[src/rtl/ks4_serial_adder.sv]
// ks4_serial_adder: digit-serial adder that feeds one nibble per cycle into a 4-bit Kogge-Stone core
module ks4 (
    input  logic [3:0] a,
    input  logic [3:0] b,
    input  logic       cin,
    output logic [3:0] s,
    output logic       cout
);
    logic [3:0] p, g, g1, g2;
    logic [1:0] p1;
    always_comb begin
        p = a ^ b;
        g = a & b;
        g[0] = g[0] | (p[0] & cin);
        g1 = {g[3:1] | (p[3:1] & g[2:0]), g[0]};
        p1 = p[3:2] & p[2:1];
        g2 = {g1[3:2] | (p1 & g1[1:0]), g1[1:0]};
        s = p ^ {g2[2:0], cin};
        cout = g2[3];
    end
endmodule

module ks4_serial_adder #(
    parameter int WIDTH = 16
) (
    input  logic             clk,
    input  logic             rst,
    input  logic             in_valid,
    output logic             in_ready,
    input  logic [WIDTH-1:0] a,
    input  logic [WIDTH-1:0] b,
    input  logic             cin,
    output logic             out_valid,
    input  logic             out_ready,
    output logic [WIDTH-1:0] sum,
    output logic             cout,
    output logic             overflow
);
    localparam int NIB = WIDTH / 4;
    localparam int IW = NIB > 1 ? $clog2(NIB) : 1;
    localparam logic [1:0] IDLE = 2'd0, RUN = 2'd1, DONE = 2'd2;
    logic [1:0] state;
    logic [IW-1:0] idx;
    logic [WIDTH-1:0] op_a, op_b;
    logic carry, c, last;
    logic [3:0] s;
    ks4 u_ks4 (.a(op_a[4*idx+:4]), .b(op_b[4*idx+:4]), .cin(carry), .s(s), .cout(c));
    assign last = idx == IW'(NIB - 1);
    assign in_ready = state == IDLE;
    assign out_valid = state == DONE;
    // the carry register after the final step is the architectural carry-out
    assign cout = carry;
    always_ff @(posedge clk) begin
        if (rst) begin
            state <= IDLE;
            idx <= '0;
            carry <= 1'b0;
            sum <= '0;
            overflow <= 1'b0;
            op_a <= '0;
            op_b <= '0;
        end else if (state == IDLE && in_valid) begin
            op_a <= a;
            op_b <= b;
            carry <= cin;
            idx <= '0;
            state <= RUN;
        end else if (state == RUN) begin
            sum[4*idx+:4] <= s;
            carry <= c;
            idx <= last ? idx : idx + 1'b1;
            if (last) begin
                overflow <= c ^ op_a[WIDTH-1] ^ op_b[WIDTH-1] ^ s[3];
                state <= DONE;
            end
        end else if (state == DONE && out_ready) begin
            state <= IDLE;
        end
    end
endmodule

[config.mk]
export PLATFORM = sky130hd
export DESIGN_NAME = ks4_serial_adder
export DESIGN_NICKNAME = d
export VERILOG_FILES = /design/src/rtl/ks4_serial_adder.sv
export SDC_FILE = /design/constraint.sdc
export NUM_CORES = 1
export LEC_CHECK = 0
export ABC_AREA = 1
export BUFFER_PORTS_ARGS = -buffer_cell sky130_fd_sc_hd__buf_2
export CAP_MARGIN = 10
export CORE_MARGIN = 2
export CORE_UTILIZATION = 25
export CTS_CLUSTER_SIZE = 30
export DETAILED_ROUTE_END_ITERATION = 10
export PLACE_DENSITY = 0.41
export SKIP_LAST_GASP = 1
export SLEW_MARGIN = 5
export SYNTH_ARGS = -nofsm -noshare
export SYNTH_HDL_FRONTEND = slang
export SYNTH_SLANG_ARGS = --single-unit
[constraint.sdc]
create_clock -name clk -period 3.85 [get_ports clk]
set_input_delay 1.155 -clock clk [delete_from_list [all_inputs] [get_ports clk]]
set_output_delay 1.155 -clock clk [all_outputs]
set_load 0.01 [all_outputs]
Word level (Yosys, flattened, before mapping)
Index checks and enable logic that the tools add are counted.

word-level totals
  register bits = 54
  input port bits = 37
  output and inout port bits = 20
  logic and storage cells = 53

cells by class
  add/subtract/negate cells = 2
  equal/unequal tests = 5
  shifts and indexed selects = 4
  multiplexer cells = 7
  bitwise gates (word level) = 15
  reductions and logical operators = 12

operators with widths
  kind                     count
  $neg 4->34               1
  $shift 4x34->16 const A  1
  $shiftx 4x34->16         1
  $shiftx 16x5->4          2
  $bwmux 16                1
  $reduce_and 2->1         4
  $xor 4x4->4              2
  $mux 2                   3
  $and 2x2->2              2
  $and 4x4->4              1
  $eq 2x2->1 const B       2
  $reduce_bool 2->1        2
  $and 3x3->3              1
  $mux 1                   3
  $ne 3x3->1 const B       1
  $or 3x3->3               1
  $reduce_and 3->1         1
  $reduce_bool 3->1        1
  $xor 1x1->1              3
  $add 2x1->2 const B      1
  $eq 2x1->1 const B       1
  $logic_and 1x1->1        2
  $logic_not 2->1          1
  $ne 2x2->1 const B       1
  other kinds (5)          6

Depth between registers and ports, before layout
  word-level depth = 11
  mapped depth = 16

Hierarchy
From an unflattened synthesis, not the netlist that was laid out.

second synthesis, totals
  cells, all modules = 353
  area total of the unflattened synthesis = 2568.7 um^2

modules (own cells, without submodules)
  module            instances  cells each  area each (um^2)
  ks4_serial_adder  1          337         2434.8
  ks4               1          16          133.9

Worst setup path after synthesis
OpenSTA, ideal clock, no wires.

  kind = reg-to-reg
  start point = reg idx[0]
  end point = reg overflow
  setup time = 109 ps
  arrival = 2325 ps
  setup slack = 1416 ps
  stages on the path, launching flop included = 17
  cell sequence = dfxtp_1 > inv_1 > clkbuf_1 > nor2_1 > o22ai_1 > fa_1 > fa_1 > nand2_1 > nand2_1 > nand2_1 > nand2_1 > nand2_1 > inv_1 > nand2_1 > nand3_1 > nand2_1 > inv_1

on the way
  cells in the longest elaborated chain, start to end = 11
  elaborated cells on any way between the ends = 17

RTL lines
  item                      RTL line  text
  start: declaration        43        logic [IW-1:0] idx;
  start signal: assignment  71        idx <= last ? idx : idx + 1'b1;
  $shiftx 16x5->4           47        ks4 u_ks4 (.a(op_a[4*idx+:4]), .b(op_b[4*idx+:4]), .cin(carry), .s(s), .cout(c));
  $xor 4x4->4               12        p = a ^ b;
  $and 1x1->1               14        g[0] = g[0] | (p[0] & cin);
  $or 1x1->1                14
  $and 3x3->3               15        g1 = {g[3:1] | (p[3:1] & g[2:0]), g[0]};
  $or 3x3->3                15
  $and 2x2->2               17        g2 = {g1[3:2] | (p1 & g1[1:0]), g1[1:0]};
  $or 2x2->2                17
  $xor 1x1->1 (3 in a row)  73        overflow <= c ^ op_a[WIDTH-1] ^ op_b[WIDTH-1] ^ s[3];
  end signal: assignment    73
  end: declaration          37        output logic overflow

Several ways; a longest one is shown, not always the timed one.
A chain may end at the register's enable or synchronous reset.

Worst setup path in the final report
  start point = reg idx[0]
  end point = reg sum[6]

on the way
  cells in the longest elaborated chain, start to end = 9
  elaborated cells on any way between the ends = 16

RTL lines
  item                                        RTL line  text
  $shiftx 16x5->4                             47
  $xor 4x4->4                                 12
  $and 1x1->1                                 14
  $or 1x1->1                                  14
  $and 3x3->3 or $and 2x2->2 (tied branches)  15, 17
  $or 3x3->3 or $or 2x2->2 (tied branches)    15, 17
  $xor 4x4->4                                 18        s = p ^ {g2[2:0], cin};
  $shiftx 4x34->16                            69        sum[4*idx+:4] <= s;
  $bwmux 16 *                                 69
  end signal: indexed assignment              69
  end: declaration                            35        output logic [WIDTH-1:0] sum,

Mark *: on every way between the ends. The rest lies on a longest branch, timed or not.

==> results_dict.tcl <==
set metrics [dict create \
    clk_latency_ps 310 \
    io_pins 57 \
    root_buffer "clkbuf_8" \
    grt_pass1_wl_mm 11.0 \
    synth-edff-count 0 \
    wl_per_cell_um 12.1 \
    startpoint_type "flip-flop" \
    postCtsSetupRepairBufs 0 \
    antenna_left 0 \
    drive_gt1_share_pct 19.2 \
    grt_remaining_overflow 0 \
    synth_nets 386 \
    io_buffer_count 56 \
    grt_use_met2_pct 20.9 \
    seq_area_um2 1080 \
    fillers 1125 \
    critPathRequiredTime_ps 4100 \
    gr-usage-all-layers_pct 12.5 \
    nets 437 \
    fin_crit_ps 2760 \
    totalWireLength_mm 6.33 \
    synth_top_area_cell "dfxtp_1" \
    synth-seq-cells 54 \
    cts.sinks 54 \
    synthDistinctLibCells 27 \
    hold_buffers 0 \
    gp_congestion 0.738 \
    die-area_um2 10700 \
    yosys_warnings 0 \
    synthCells 338 \
    grt_max_degree 38 \
    die_h_um 104 \
    syn_area_per_cell_um2 7.34 \
    cts_max_path_buffers 2 \
    crit_type "flip-flop to flip-flop" \
    rsz0062_at_grt "false" \
    maxSlewHeadroom_pct 35.7 \
    yosysMostFrequentCell "nor2_1" \
    synth.top_cell.area_share_pct 43.6 \
    status "complete, no violations" \
    cts_buffers 5 \
    vias_per_cell 4.38 \
    grt_pass1_vias 2275 \
    drt_iter0_drc 82 \
    multi_input_area_um2 1260 \
    via_count 2291 \
    setup_viol 0 \
    finalClockSkew_ps 6.74 \
    cp-end-kind "flip-flop" \
    antenna_found_initial 0 \
    power_leakage_uw 0.00131 \
    post-place-ws_ps 883 \
    path_clk_slew_ps 100 \
    h-tree-depth 2 \
    use_met1_pct 16.4 \
    start_util_pct 25.6 \
    setup_ws_ps 1090 \
    synth_ff_type "dfxtp_1" \
    fin_tns_setup_ps 0 \
    area_growth_pct 19.6 \
    period_share_pct 71.7 \
    critPathMaxFanout 23 \
    gr-usage-met3_pct 2.39 \
    async_reset_ff_share_pct 0 \
    hold_viol_final 0 \
    core_um2 9680 \
    arrival_ps 3010 \
    cts_resized 0 \
    max_freq_mhz 362 \
    ys_top_cells_by_count "nor2_1 (90), dfxtp_1 (54), o21ai_0 (49), nand2_1 (45), a21oi_1 (17)" \
    power.density_nw_per_um2 401 \
    cts_tree "done" \
    detail_route.first_pass.iterations 4 \
    hold_path_class "flip-flop to flip-flop" \
    syn_area_um2 2480 \
    die_w_um 104 \
    busiest_layer "met2" \
    rows 36 \
    detailed_place_hpwl_mm 4.55 \
    cap_violations 0 \
    route.detailed.drc 0 \
    yosysSeqAreaShare_pct 43.6 \
    num_antenna_cells 0 \
    maxSlewViolCount 0 \
    synth_area_leaders "dfxtp_1 (44%), nor2_1 (14%), o21ai_0 (9.9%), nand2_1 (6.8%), ha_1 (4.5%)" \
    worst_pin_slew_ps 964 \
    peakVddDrop_mv 0.146 \
]
[cells by family (layout without fill, tap and decap cells)]
family	after synthesis	in the layout	synth area share, %
xor gates and xnor gates	1	1	0.353
buffers and inverters	33	85	5.55
adders and majority gates	11	11	6.15
AOI/OAI and AO/OA	81	81	17.5
DFF	54	54	43.6
and+or+nand+nor	158	158	26.9
[worst max-delay path: stages, from the launching register on]
cell and delay [ps]:
dfxtp_1 340, inv_1 300, o21ai_0 270, o22ai_1 130, fa_1 450, fa_1 420, xor2_1 360, nand2_1 90
nor2_1 170, a22oi_1 90, nor2_1 90
[path summary, 6_finish.rpt]
path / depth (start not counted) / slack [ps] / endpoint / startpoint
setup / recovery: 10 / 1090 / sum[6] / idx[0]
hold / removal: 2 / 460 / sum[1] / sum[1]
setup reg to reg: 10 / 1090 / sum[6] / idx[0]
hold reg to reg: 2 / 460 / sum[1] / sum[1]
[metrics by stage]
stage | power, uW | cells | hold slack, ps | cell area (um2) | utilization (%)
after floorplan | 806 | 338 | 450 | 2480 | -
after CTS | 1210 | 523 | 468 | 2970 | 30.6
final | 1190 | 523 | 465 | 2970 | 30.6
after global routing | 1280 | 523 | 502 | 2970 | 30.6
after global placement | 886 | 515 | 451 | 2880 | 29.7
after detailed placement | 888 | 515 | 454 | 2880 | 29.7
[power breakdown]
group / internal, uW / switching (uW)
clock network: 129 / 192
logic: 92.4 / 163
registers: 595 / 19.5
[final cells by class]
| class | instances | share of cell area (%) |
|---|---|---|
| flip-flops and latches | 54 | 36.4 |
| inverters | 18 | 2.28 |
| repair buffers | 59 | 10.2 |
| well taps | 133 | 5.61 |
| clock inverters | 2 | 0.464 |
| multi-input cells | 251 | 42.6 |
| clock buffers | 6 | 2.45 |
[layer usage]
layer | vias to the layer above | share of wire, %
li1 | 1210 | -
met1 | 1023 | 50
met2 | 50 | 46
met3 | 8 | 3.6
met4 | 0 | 1.0
met5 | - | 0
[flip-flops by register name, summed over array words and instances (netlist names)]
name      cells
state         2
op_a         16
idx           2
op_b         16
overflow      1
cout          1
sum          16
[layout by cell type (no fill, tap or decap)]
master     n
o22ai_1    8
nor3_2     1
nor2_1    90
a211oi_1   1
nand2_1   45
inv_2      1
buf_2     56
nor2_8     1
o21ai_0   49
o21a_1     1
clkbuf_8   5
a221oi_1   1
clkinv_1   2
fa_1       2
nand2_2    4
clkinv_2   1
inv_1     15
clkinv_4   1
nand3_1   13
nor4_4     1
nand4_1    2
clkbuf_1   1
a21oi_1   17
a22oi_1    4
dfxtp_1   54
buf_4      3
ha_1       9
xor2_1     1
or2_2      1
Note: power is estimated with default switching activity, not from simulation.
